## src/rtl/clk_en_pkg.sv

```systemverilog
// clk_en_pkg: shared types and defaults for the
// multirate clock-enable scheduler.
package clk_en_pkg;

    typedef enum logic [1:0] {
        IDLE  = 2'd0,
        PRIME = 2'd1,
        RUN   = 2'd2,
        STOP  = 2'd3
    } state_t;

    localparam int SAM_DIV_DEF = 4;
    localparam int DEC_DEF     = 4;

endpackage

```

## src/rtl/mod_counter.sv

```systemverilog
// mod_counter: modulo-MOD counter with clear and
// increment; clear together with inc restarts at 1.
module mod_counter #(
    parameter int MOD = 4,
    parameter int W   = $clog2(MOD)
) (
    input  logic         clk,
    input  logic         reset,
    input  logic         inc,
    input  logic         clr,
    output logic [W-1:0] count,
    output logic         wrap
);

    assign wrap = inc && (count == W'(MOD - 1));

    // count state: clear has priority, and a clear that
    // coincides with inc counts the current cycle
    always_ff @(posedge clk) begin
        if (reset) begin
            count <= '0;
        end else if (clr) begin
            count <= inc ? W'(1) : '0;
        end else if (inc) begin
            count <= wrap ? '0 : count + W'(1);
        end
    end

endmodule

```

## src/rtl/clk_en_scheduler.sv

```systemverilog
// clk_en_scheduler: sample/symbol clock-enable strobes
// with start, prime, run, stop and resync sequencing.
module clk_en_scheduler
    import clk_en_pkg::*;
#(
    parameter int SAM_DIV = SAM_DIV_DEF,
    parameter int DEC     = DEC_DEF,
    parameter int PH_W    = $clog2(DEC)
) (
    input  logic            clk,
    input  logic            reset,
    input  logic            run,
    input  logic            sync,
    input  logic [PH_W-1:0] sym_phase_sel,
    output logic            sam_clk_en,
    output logic            sym_clk_en,
    output logic [PH_W-1:0] sam_phase,
    output logic            active,
    output logic            aligned
);

    localparam int CLK_W = $clog2(SAM_DIV);

    state_t            state;
    logic [CLK_W-1:0]  cnt_clk;
    logic [PH_W-1:0]   cnt_sam;
    logic              clk_inc;
    logic              clk_clr;
    logic              clk_wrap;
    logic              sam_inc;
    logic              sam_clr;
    logic              sam_wrap;
    logic              abort;
    logic              sync_ok;
    logic              sym_hit;

    // leaving PRIME on run low drops the pending strobe
    assign abort   = (state == PRIME) && !run;
    assign sync_ok = sync && run &&
                     ((state == PRIME) || (state == RUN));

    // the start/resync cycle itself counts as divider tick 0
    assign clk_clr = (state == IDLE) || abort || sync_ok;
    assign clk_inc = (state == IDLE) ? run : !abort;

    assign sam_clr = clk_clr;
    assign sam_inc = clk_wrap && !sam_clr;

    assign sym_hit = clk_wrap &&
                     ((state == RUN) || (state == STOP)) &&
                     (cnt_sam == sym_phase_sel);

    mod_counter #(
        .MOD (SAM_DIV),
        .W   (CLK_W)
    ) u_clk_div (
        .clk   (clk),
        .reset (reset),
        .inc   (clk_inc),
        .clr   (clk_clr),
        .count (cnt_clk),
        .wrap  (clk_wrap)
    );

    mod_counter #(
        .MOD (DEC),
        .W   (PH_W)
    ) u_sam_cnt (
        .clk   (clk),
        .reset (reset),
        .inc   (sam_inc),
        .clr   (sam_clr),
        .count (cnt_sam),
        .wrap  (sam_wrap)
    );

    // sequencing FSM with registered strobes and status
    always_ff @(posedge clk) begin
        if (reset) begin
            state      <= IDLE;
            sam_clk_en <= 1'b0;
            sym_clk_en <= 1'b0;
            sam_phase  <= '0;
            active     <= 1'b0;
            aligned    <= 1'b0;
        end else begin
            sam_clk_en <= clk_wrap;
            sym_clk_en <= sym_hit;
            aligned    <= sync_ok;
            if (clk_wrap) begin
                sam_phase <= cnt_sam;
            end
            unique case (state)
                IDLE: begin
                    if (run) begin
                        state  <= PRIME;
                        active <= 1'b1;
                    end else begin
                        active <= 1'b0;
                    end
                end
                PRIME: begin
                    if (abort) begin
                        state  <= IDLE;
                        active <= 1'b0;
                    end else begin
                        active <= 1'b1;
                        if (sync_ok) begin
                            state <= PRIME;
                        end else if (sam_wrap) begin
                            state <= RUN;
                        end
                    end
                end
                RUN: begin
                    active <= 1'b1;
                    if (!run) begin
                        state <= STOP;
                    end else if (sync_ok) begin
                        state <= PRIME;
                    end
                end
                STOP: begin
                    if (run) begin
                        state  <= RUN;
                        active <= 1'b1;
                    end else if (sam_wrap) begin
                        state  <= IDLE;
                        active <= 1'b0;
                    end else begin
                        active <= 1'b1;
                    end
                end
            endcase
        end
    end

endmodule

```

## config.mk

```make
export PLATFORM = sky130hd
export DESIGN_NAME = clk_en_scheduler
export DESIGN_NICKNAME = d
export VERILOG_FILES = /design/src/rtl/clk_en_pkg.sv /design/src/rtl/mod_counter.sv /design/src/rtl/clk_en_scheduler.sv
export SDC_FILE = /design/constraint.sdc
export NUM_CORES = 1
export LEC_CHECK = 0
export ABC_AREA = 1
export ABC_CLOCK_PERIOD_IN_PS = 1700
export BUFFER_PORTS_ARGS = -buffer_cell sky130_fd_sc_hd__buf_2
export CAP_MARGIN = 20
export CORE_AREA = 3 3 40 42
export DETAILED_ROUTE_END_ITERATION = 8
export DIE_AREA = 0 0 43 45
export PLACE_DENSITY = 0.81
export RECOVER_POWER = 100
export SETUP_SLACK_MARGIN = 0.05
export SLEW_MARGIN = 20
export SYNTH_ARGS = -nofsm -noshare
export SYNTH_HDL_FRONTEND = slang
export SYNTH_SLANG_ARGS = --single-unit
```

## constraint.sdc

```tcl
create_clock -name clk -period 1.7 [get_ports clk]
set_input_delay 0.34 -clock clk [delete_from_list [all_inputs] [get_ports clk]]
set_output_delay 0.34 -clock clk [all_outputs]
set_load 0.1 [all_outputs]
```

Word-level counts from Yosys, hierarchy flattened
Cells that the tools add are included.
- memories kept: 0
- word-level logic and storage cells: 62
- memory bits (writable): 0
- ROM bits: 0
- output and inout bits: 6
- bits in latches: 0
- register bits: 12
- bitwise operators: 0
- mux-type cells: 23
- equality and inequality tests: 10
- $mul: 0
- $add $sub $neg: 2
- divide/modulo/power cells: 0
- reduce and logical (&&, ||, !) cells: 19
- shifts and indexed selects: 0
- order comparisons: 0
- operator list (cell ; count):
    two-way mux 2 bit ; 14
    equality test 2 bit (second input constant) ; 4
    logical AND 1 bit ; 8
    case mux 2 bit (4 select lines) ; 1
    two-way mux 1 bit ; 7
    adder 2 x 1 -> 2 bit (second input constant) ; 2
    logical OR 1 bit ; 4
    inequality test 4 x 3 -> 1 bit (second input constant) ; 1
    case mux 1 bit (4 select lines) ; 1
    AND reduction 4 bit ; 1
    nonzero test 2 bit ; 2
    logical NOT 1 bit ; 3
    inequality test 3 x 2 -> 1 bit (second input constant) ; 1
    inequality test 3 bit (second input constant) ; 1
    equality test 2 x 1 -> 1 bit (second input constant) ; 1
    equality test 2 bit ; 1
    logical NOT 2 bit ; 1
    inequality test 2 bit (second input constant) ; 1

Depth between registers and ports, before layout
Gate-level depths: netlist (run 1).
- word-level depth: 11
- gate-level depth with buffers: 11

Modules after synthesis
Synthesis (run 1) repeated with hierarchy kept, for this count alone.
- cells, all modules: 106
- area, all modules: 708.2 um^2
- by module, submodules not included (module ; area each (um^2) ; cells each ; instances ; sequential area each (um^2)):
    clk_en_scheduler ; 498.0 ; 78 ; 1 ; 160.2
    mod_counter ; 105.1 ; 14 ; 2 ; 40.0

Worst setup path before layout (run 1)
Ideal clock, no wire load.
- path type: flip-flop to flip-flop
- start: reg state[0]
- end: reg state[0]
- stages on the path, launching flop included: 11
- path slack: 202 ps
- buffers on the path: 0
- clock period less this slack: 1498 ps
- data required time: 1587 ps
- arrival time: 1386 ps
- cell sequence: dfxtp_1 > inv_1 > ha_1 > nand3_1 > nand4_2 > nand2_1 > nand2_2 > nand2_2 > nand2_2 > nor2_1 > nor2_1
- cells in the longest elaborated chain, start to end: 9
- RTL lines (item ; RTL line ; source):
    from (decl) ; clk_en_scheduler.sv:24 ; state_t state;
    from (signal assigned) ; clk_en_scheduler.sv:80 ; state <= IDLE;
    from (signal assigned) ; clk_en_scheduler.sv:96 ; state <= PRIME;
    from (signal assigned) ; clk_en_scheduler.sv:104 ; state <= IDLE;
    equality test 2 x 1 -> 1 bit or equality test 2 bit (tied branches) ; clk_en_scheduler.sv:38, clk_en_scheduler.sv:40, clk_en_scheduler.sv:93 ;
    logical AND 1 bit or logical OR 1 bit (tied branches) ; clk_en_scheduler.sv:38, clk_en_scheduler.sv:40 ;
    logical NOT 1 bit (tied with other cells) ; clk_en_scheduler.sv:44 ; assign clk_inc = (state == IDLE) ? run : !abort;
    two-way mux 1 bit or logical OR 1 bit (tied branches) ; clk_en_scheduler.sv:44, clk_en_scheduler.sv:43 ;
    logical AND 1 bit or logical NOT 1 bit (tied branches) ; mod_counter.sv:15, clk_en_scheduler.sv:47 ;
    logical AND 1 bit ; clk_en_scheduler.sv:47 ; assign sam_inc = clk_wrap && !sam_clr;
    logical AND 1 bit ; mod_counter.sv:15 ; assign wrap = inc && (count == W'(MOD - 1));
    inequality test 4 x 3 -> 1 bit (no source line) or inequality test 3 x 2 -> 1 bit (tied branches) ; - ;
    AND reduction 4 bit (no source line) ; - ;
Several ways; a longest one is shown, not always the timed one.
A chain may end at the register's enable or synchronous reset.

Worst setup path after layout (run 1)
- start: reg state[1]
- end: reg state[0]
The elaborated chain is that of the path after synthesis.

==> results of run 1 <==
power by group through the flow:
stage	clock (W)	combinational, W	sequential [W]
3_5_place_dp	0	0.000610	0.000384
5_1_grt	0.000241	0.000767	0.000395
6_report	0.000227	0.000695	0.000385
2_1_floorplan	0	0.000370	0.000507
3_3_place_gp	0	0.000586	0.000382
4_1_cts	0.000233	0.000619	0.000378
flip-flops by register name, indices dropped and copies added (netlist names):
signal / cells
sam_phase: 2
aligned: 1
active: 1
sam_clk_en: 1
sym_clk_en: 1
u_clk_div.count: 2
state: 2
u_sam_cnt.count: 2
routing by layer:
layer  up-vias  global-route usage
li1        307                   -
met1       257              0.1789
met2        14              0.2784
met3         0             0.07171
met4         0             0.01807
met5         -                   0
how the worst min path moves through the flow:
stage,start,endpoint,slack [ns]
finish,reset,u_sam_cnt.count[0],0.34
global route,reset,u_sam_cnt.count[0],0.35
CTS,reset,u_clk_div.count[0],0.32
detailed placement,sam_phase[1],sam_phase[1],0.47
global placement,sam_phase[0],sam_phase[0],0.46
floorplan,u_sam_cnt.count[1],u_sam_cnt.count[1],0.48
layout by cell type (no fill, tap or decap), drive strengths merged, types with 4 or more instances in the layout:
| cell | count |
|---|---|
| nor2 | 15 |
| inv | 10 |
| o21ai | 6 |
| nand3 | 4 |
| ha | 6 |
| nand2 | 20 |
| dfxtp | 12 |
| buf | 5 |
| a21oi | 7 |
| clkbuf | 10 |
cell families after synthesis:
group / after synthesis / share of synthesized area
adder cells (fa/ha/maj): 6 / 0.1174
flip-flops: 12 / 0.3757
AO/OA/AOI/OAI: 15 / 0.1370
XOR/XNOR: 2 / 0.02740
AND/OR/NAND/NOR: 41 / 0.2779
buffers and inverters: 11 / 0.06456
stage by stage:
stage / instance area (um^2) / instances / power (W) / util / setup WS (ns)
after global routing: 775.7 / 116 / 0.001403 / 0.6037 / 0.04404
after CTS: 750.7 / 116 / 0.001230 / 0.5842 / 0.05746
final: 775.7 / 116 / 0.001306 / 0.6037 / 0.1690
after global placement: 709.4 / 112 / 0.0009679 / 0.5521 / 0.1215
after detailed placement: 709.4 / 112 / 0.0009940 / 0.5521 / 0.005925
after floorplan: 639.4 / 87 / 0.0008772 / - / 0.2016
repair_timing:
item | 4_1_cts | 5_1_grt
endpoints found under the hold margin | 0 | 0
resized for setup | 1 | 7
pin swaps | 0 | 1
endpoints found under the setup margin | 2 | 9
gates cloned | 0 | 0
final cells by class:
type                            count  area (um^2)
Tap cell                           15        18.77
Inverter                           10        37.54
Clock buffer                        4        36.28
Sequential cell                    12        242.7
Multi-Input combinational cell     64        385.4
Fill cell                         122        509.2
Timing Repair Buffer               11        55.05
worst reg2reg max path: stages (launching register included):
cell      delay (ns)
dfxtp_2         0.36
inv_1           0.10
ha_2            0.22
a21oi_2         0.18
nand4_2         0.12
a21boi_2        0.22
nand2_2         0.08
nand2_1         0.06
nand2_1         0.05
nor2_1          0.08
Yosys cell counts (3+ instances only):
| cell | number | area share |
|---|---|---|
| nor2_1 | 15 | 0.088 |
| nand2_2 | 3 | 0.029 |
| ha_1 | 6 | 0.12 |
| a21oi_1 | 6 | 0.047 |
| nand3_1 | 4 | 0.031 |
| nand2_1 | 17 | 0.10 |
| inv_1 | 9 | 0.053 |
| dfxtp_1 | 12 | 0.38 |
| o21ai_0 | 6 | 0.047 |
==> impl_metrics.tcl, run 1 <==
set metrics [dict create \
    status "finished clean" \
    syn_area_per_cell_um2 7.349 \
    cp_common_cell "nand2_1" \
    max_slew_margin 0.6395 \
    antenna_found_initial 0 \
    worst_pin_slew_ns 0.5431 \
    maxCapViolCount 0 \
    io_buffers 11 \
    cts_hold_buf 0 \
    pwr-share-comb 0.532 \
    ys_async_sr_fraction 0 \
    synth_edf_count 0 \
    synthesis.nets 99 \
    cp_top_family "compound AO/OA/AOI/OAI gates" \
    drt_iter0_markers 21 \
    worstPathCellList "inv_1 > ha_2 > a21oi_2 > nand4_2 > a21boi_2 > nand2_2 > nand2_1 > nand2_1 > nor2_1" \
    area_growth_syn_to_layout_pct 21.33 \
    crit_end "state[0]" \
    internal_power_w 0.0007044 \
    netlist_instances 87 \
    crit_cells 9 \
    grt_pass1_wl_um 2235 \
    routed.top_layer "met3" \
    clock-sinks 12 \
    synth-main-ff-cell "dfxtp_1" \
    crit_path_start "state[1]" \
    gp_congestion 0.8800 \
    post-dp-hpwl_um 1046 \
    dr.pass1.iters 4 \
    clkPwrFrac 0.174 \
    h-tree-depth 1 \
    synth_warnings 0 \
    layout-drive-gt1-share 0.2673 \
    final_nets 114 \
    die_h_um 45 \
    r2r_cells 9 \
    rr_endpoint "state[0]" \
    synth_area_um2 639.4 \
    wl_met3_um 74 \
    critPathMaxFanout 4 \
    cp-end-kind "flip-flop" \
    row_count 13 \
    route.met2.wl_um 695 \
    worstReg2RegStart "state[1]" \
    drcViolationCount 0 \
    cts_made_buffers 3 \
    report.final.slew_viol_count 0 \
    root_buffer "clkbuf_4" \
    antenna-diode-count 0 \
    crit_buf_inv 1 \
    finClkSkew_ns 0.004442 \
    grt_use_total 0.1566 \
    switching_power_w 0.0006020 \
    cellPowerDensity_nw_per_um2 1684 \
    vias_per_cell 4.983 \
    clkLatencyLatePin_ns 0.28 \
    rsz0062_at_grt "false" \
    fin_setup_tns_ns 0 \
    fin_crit_ns 1.531 \
    min_path_type "in -> reg" \
    grt_pass1_vias 551 \
    postRouteAntennaNets 0 \
    hold_ws_ns 0.3384 \
    start_kind "flip-flop" \
    cts.path.max_buffers 2 \
    reg2reg_slack_ns 0.17 \
    tritoncts "yes" \
    whs_path_depth 2 \
    routed_wl_um 1370 \
    vias 578 \
    met1_length_um 601 \
    critical_path.max_stage_delay_ns 0.36 \
    vdd_ir_drop_max_v 0.0009673 \
    p_leak_nw 0.3832 \
    coreArea_um2 1285 \
    ys_types 18 \
    fmax_ghz 0.6532 \
    initial_utilization 0.4976 \
    critPathKind "reg -> reg" \
    switching_share 0.4608 \
    grt_max_degree 9 \
    ys_seq_elements 12 \
    ys_seq_area_frac 0.3757 \
    hold_viol 0 \
    grt_overflow_total 0 \
    cpMaxStageDelayCell "dfxtp_2" \
    period_share 0.9006 \
    die_w_um 43 \
    setup_viol 0 \
    clkTransAtPathRegs_ns 0.07 \
    routedWlPerCell_um 11.81 \
    seqPwrFrac 0.295 \
    cp.required_ns 1.91 \
    ios 12 \
    cts_setup_buffers 0 \
    die-area_um2 1935 \
    arrival_ns 1.74 \
]
(Power assumes the default switching activity.)
==> run 2: changes to the inputs <==
- ABC_CLOCK_PERIOD_IN_PS: 1700 -> 1750
- clock period: 1.7 -> 1.75 ns (I/O delays scaled with it)
==> impl_metrics.tcl, run 2 (same netlist as run 1, synthesis figures left out) <==
set metrics [dict create \
    layout_commonest_cell "nand2_1" \
    critPathMaxFanout 5 \
    post-dp-hpwl_um 1046 \
    area_growth_syn_to_layout_pct 20.74 \
    hp-start "reset" \
    vias 572 \
    fmax_ghz 0.6348 \
    start_kind "flip-flop" \
    pwr-share-comb 0.532 \
    critPathKind "reg -> reg" \
    mostFrequentLayoutCells "nand2_1 (17), nor2_1 (15), dfxtp_1 (11)" \
    root_buffer "clkbuf_4" \
    post-route-cell-area_um2 772.0 \
    io_buffers 11 \
    vdd_ir_drop_max_v 0.0009195 \
    gr-usage-met3 0.07171 \
    drt_iter0_markers 22 \
    clkTransAtPathRegs_ns 0.07 \
    antenna_found_initial 0 \
    setup_viol 0 \
    p_leak_nw 0.3842 \
    h-tree-depth 1 \
    rr_endpoint "state[0]" \
    grt_use_total 0.1566 \
    clock-sinks 12 \
    grt_overflow_total 0 \
    row_count 13 \
    multi_input_area_um2 382.9 \
    cts.path.max_buffers 2 \
    hold_viol 0 \
    clkLatencyLatePin_ns 0.28 \
    cts_setup_buffers 0 \
    coreArea_um2 1285 \
    routedWlPerCell_um 11.54 \
    tritoncts "yes" \
    dr.pass1.iters 4 \
    switching_power_w 0.0005819 \
    report.final.slew_viol_count 0 \
    r2r_cells 9 \
    gr-max-usage-layer "met2" \
    clkPwrFrac 0.175 \
    internal_power_w 0.0006786 \
    die-area_um2 1935 \
    min_path_type "in -> reg" \
    ios 12 \
    routed_wl_um 1339 \
    seqPwrFrac 0.293 \
    layout-drive-gt1-share 0.2475 \
    antenna-diode-count 0 \
    die_w_um 43 \
    grt_pass1_vias 551 \
    whs_path_depth 2 \
    fillCellCount 123 \
    rsz0062_at_grt "false" \
    seq_area_um2 241.5 \
    finClkSkew_ns 0.004638 \
    place_area_um2 709.4 \
    max_slew_margin 0.6395 \
    maxCapViolCount 0 \
    cts_hold_buf 0 \
    cp.required_ns 1.96 \
    holdPathEnd "u_sam_cnt.count[0]" \
    reg2reg_slack_ns 0.17 \
    vias_per_cell 4.931 \
    use_met1 0.1789 \
    initial_utilization 0.4976 \
    grt_pass1_wl_um 2235 \
    use_met2 0.2784 \
    switching_share 0.4617 \
    final_nets 114 \
    cp-end-kind "flip-flop" \
    fin_crit_ns 1.575 \
    worstReg2RegStart "state[0]" \
    die_h_um 45 \
    grt_max_degree 9 \
    status "finished clean" \
    cellPowerDensity_nw_per_um2 1633 \
    arrival_ns 1.79 \
    gp_congestion 0.8800 \
    postRouteAntennaNets 0 \
    cts_made_buffers 3 \
    drcViolationCount 0 \
    worst_pin_slew_ns 0.5431 \
    period_share 0.9001 \
    fin_setup_tns_ns 0 \
]
[run 2: what timing repair did]
item | 4_1_cts | 5_1_grt
resized for setup | 1 | 6
hold endpoints to repair | 0 | 0
pin swaps | 0 | 1
setup endpoints to repair | 1 | 7
[run 2: cell type report]
type | instances | share of cell area
well taps | 15 | 0.02431
flip-flops and latches | 12 | 0.3128
inverters | 10 | 0.04862
multi-input cells | 64 | 0.4959
clock buffers | 4 | 0.04700
repair buffers | 11 | 0.07131
[run 2: metal layers]
layer | wire length, um | share of wire | vias up
met4 | 0 | 0 | 0
met5 | 0 | 0 | -
met3 | 68 | 0.051 | 0
met1 | 596 | 0.45 | 253
li1 | - | - | 306
met2 | 673 | 0.50 | 13
[run 2: worst max path at each step]
| stage | from | endpoint | depth (start not counted) |
|---|---|---|---|
| after floorplan | state[0] | state[0] | 10 |
| after global placement | state[0] | state[1] | 8 |
| after detailed placement | state[0] | state[0] | 9 |
| after CTS | state[0] | state[0] | 9 |
| after global routing | state[0] | state[0] | 9 |
| final | state[0] | state[0] | 9 |
[run 2: metrics by stage]
stage                     cells    util  hold WS [ns]  total power [W]  setup WS, ns
after detailed placement    112  0.5521        0.4733        0.0009656       0.05593
final                       116  0.6008        0.3475         0.001260        0.1748
after global routing        116  0.6008        0.3568         0.001354       0.02699
after global placement      112  0.5521        0.4610        0.0009402        0.1715
after floorplan              87       -        0.4770        0.0008521        0.2516
after CTS                   116  0.5842        0.3328         0.001194        0.1075
[run 2: power groups by stage]
stage	Sequential, W	Combinational, W	Clock (W)
2_1_floorplan	0.000493	0.000360	0
3_3_place_gp	0.000371	0.000569	0
3_5_place_dp	0.000373	0.000593	0
4_1_cts	0.000367	0.000602	0.000226
5_1_grt	0.000380	0.000740	0.000234
6_report	0.000369	0.000671	0.000220
[run 2: worst max-delay path: stages, from the launching register on]
cell      delay (ns)
dfxtp_1         0.40
inv_1           0.13
ha_4            0.27
nand3_4         0.10
nand4_2         0.13
a21boi_2        0.21
nand2_2         0.08
nand2_1         0.06
nand2_1         0.05
nor2_1          0.08
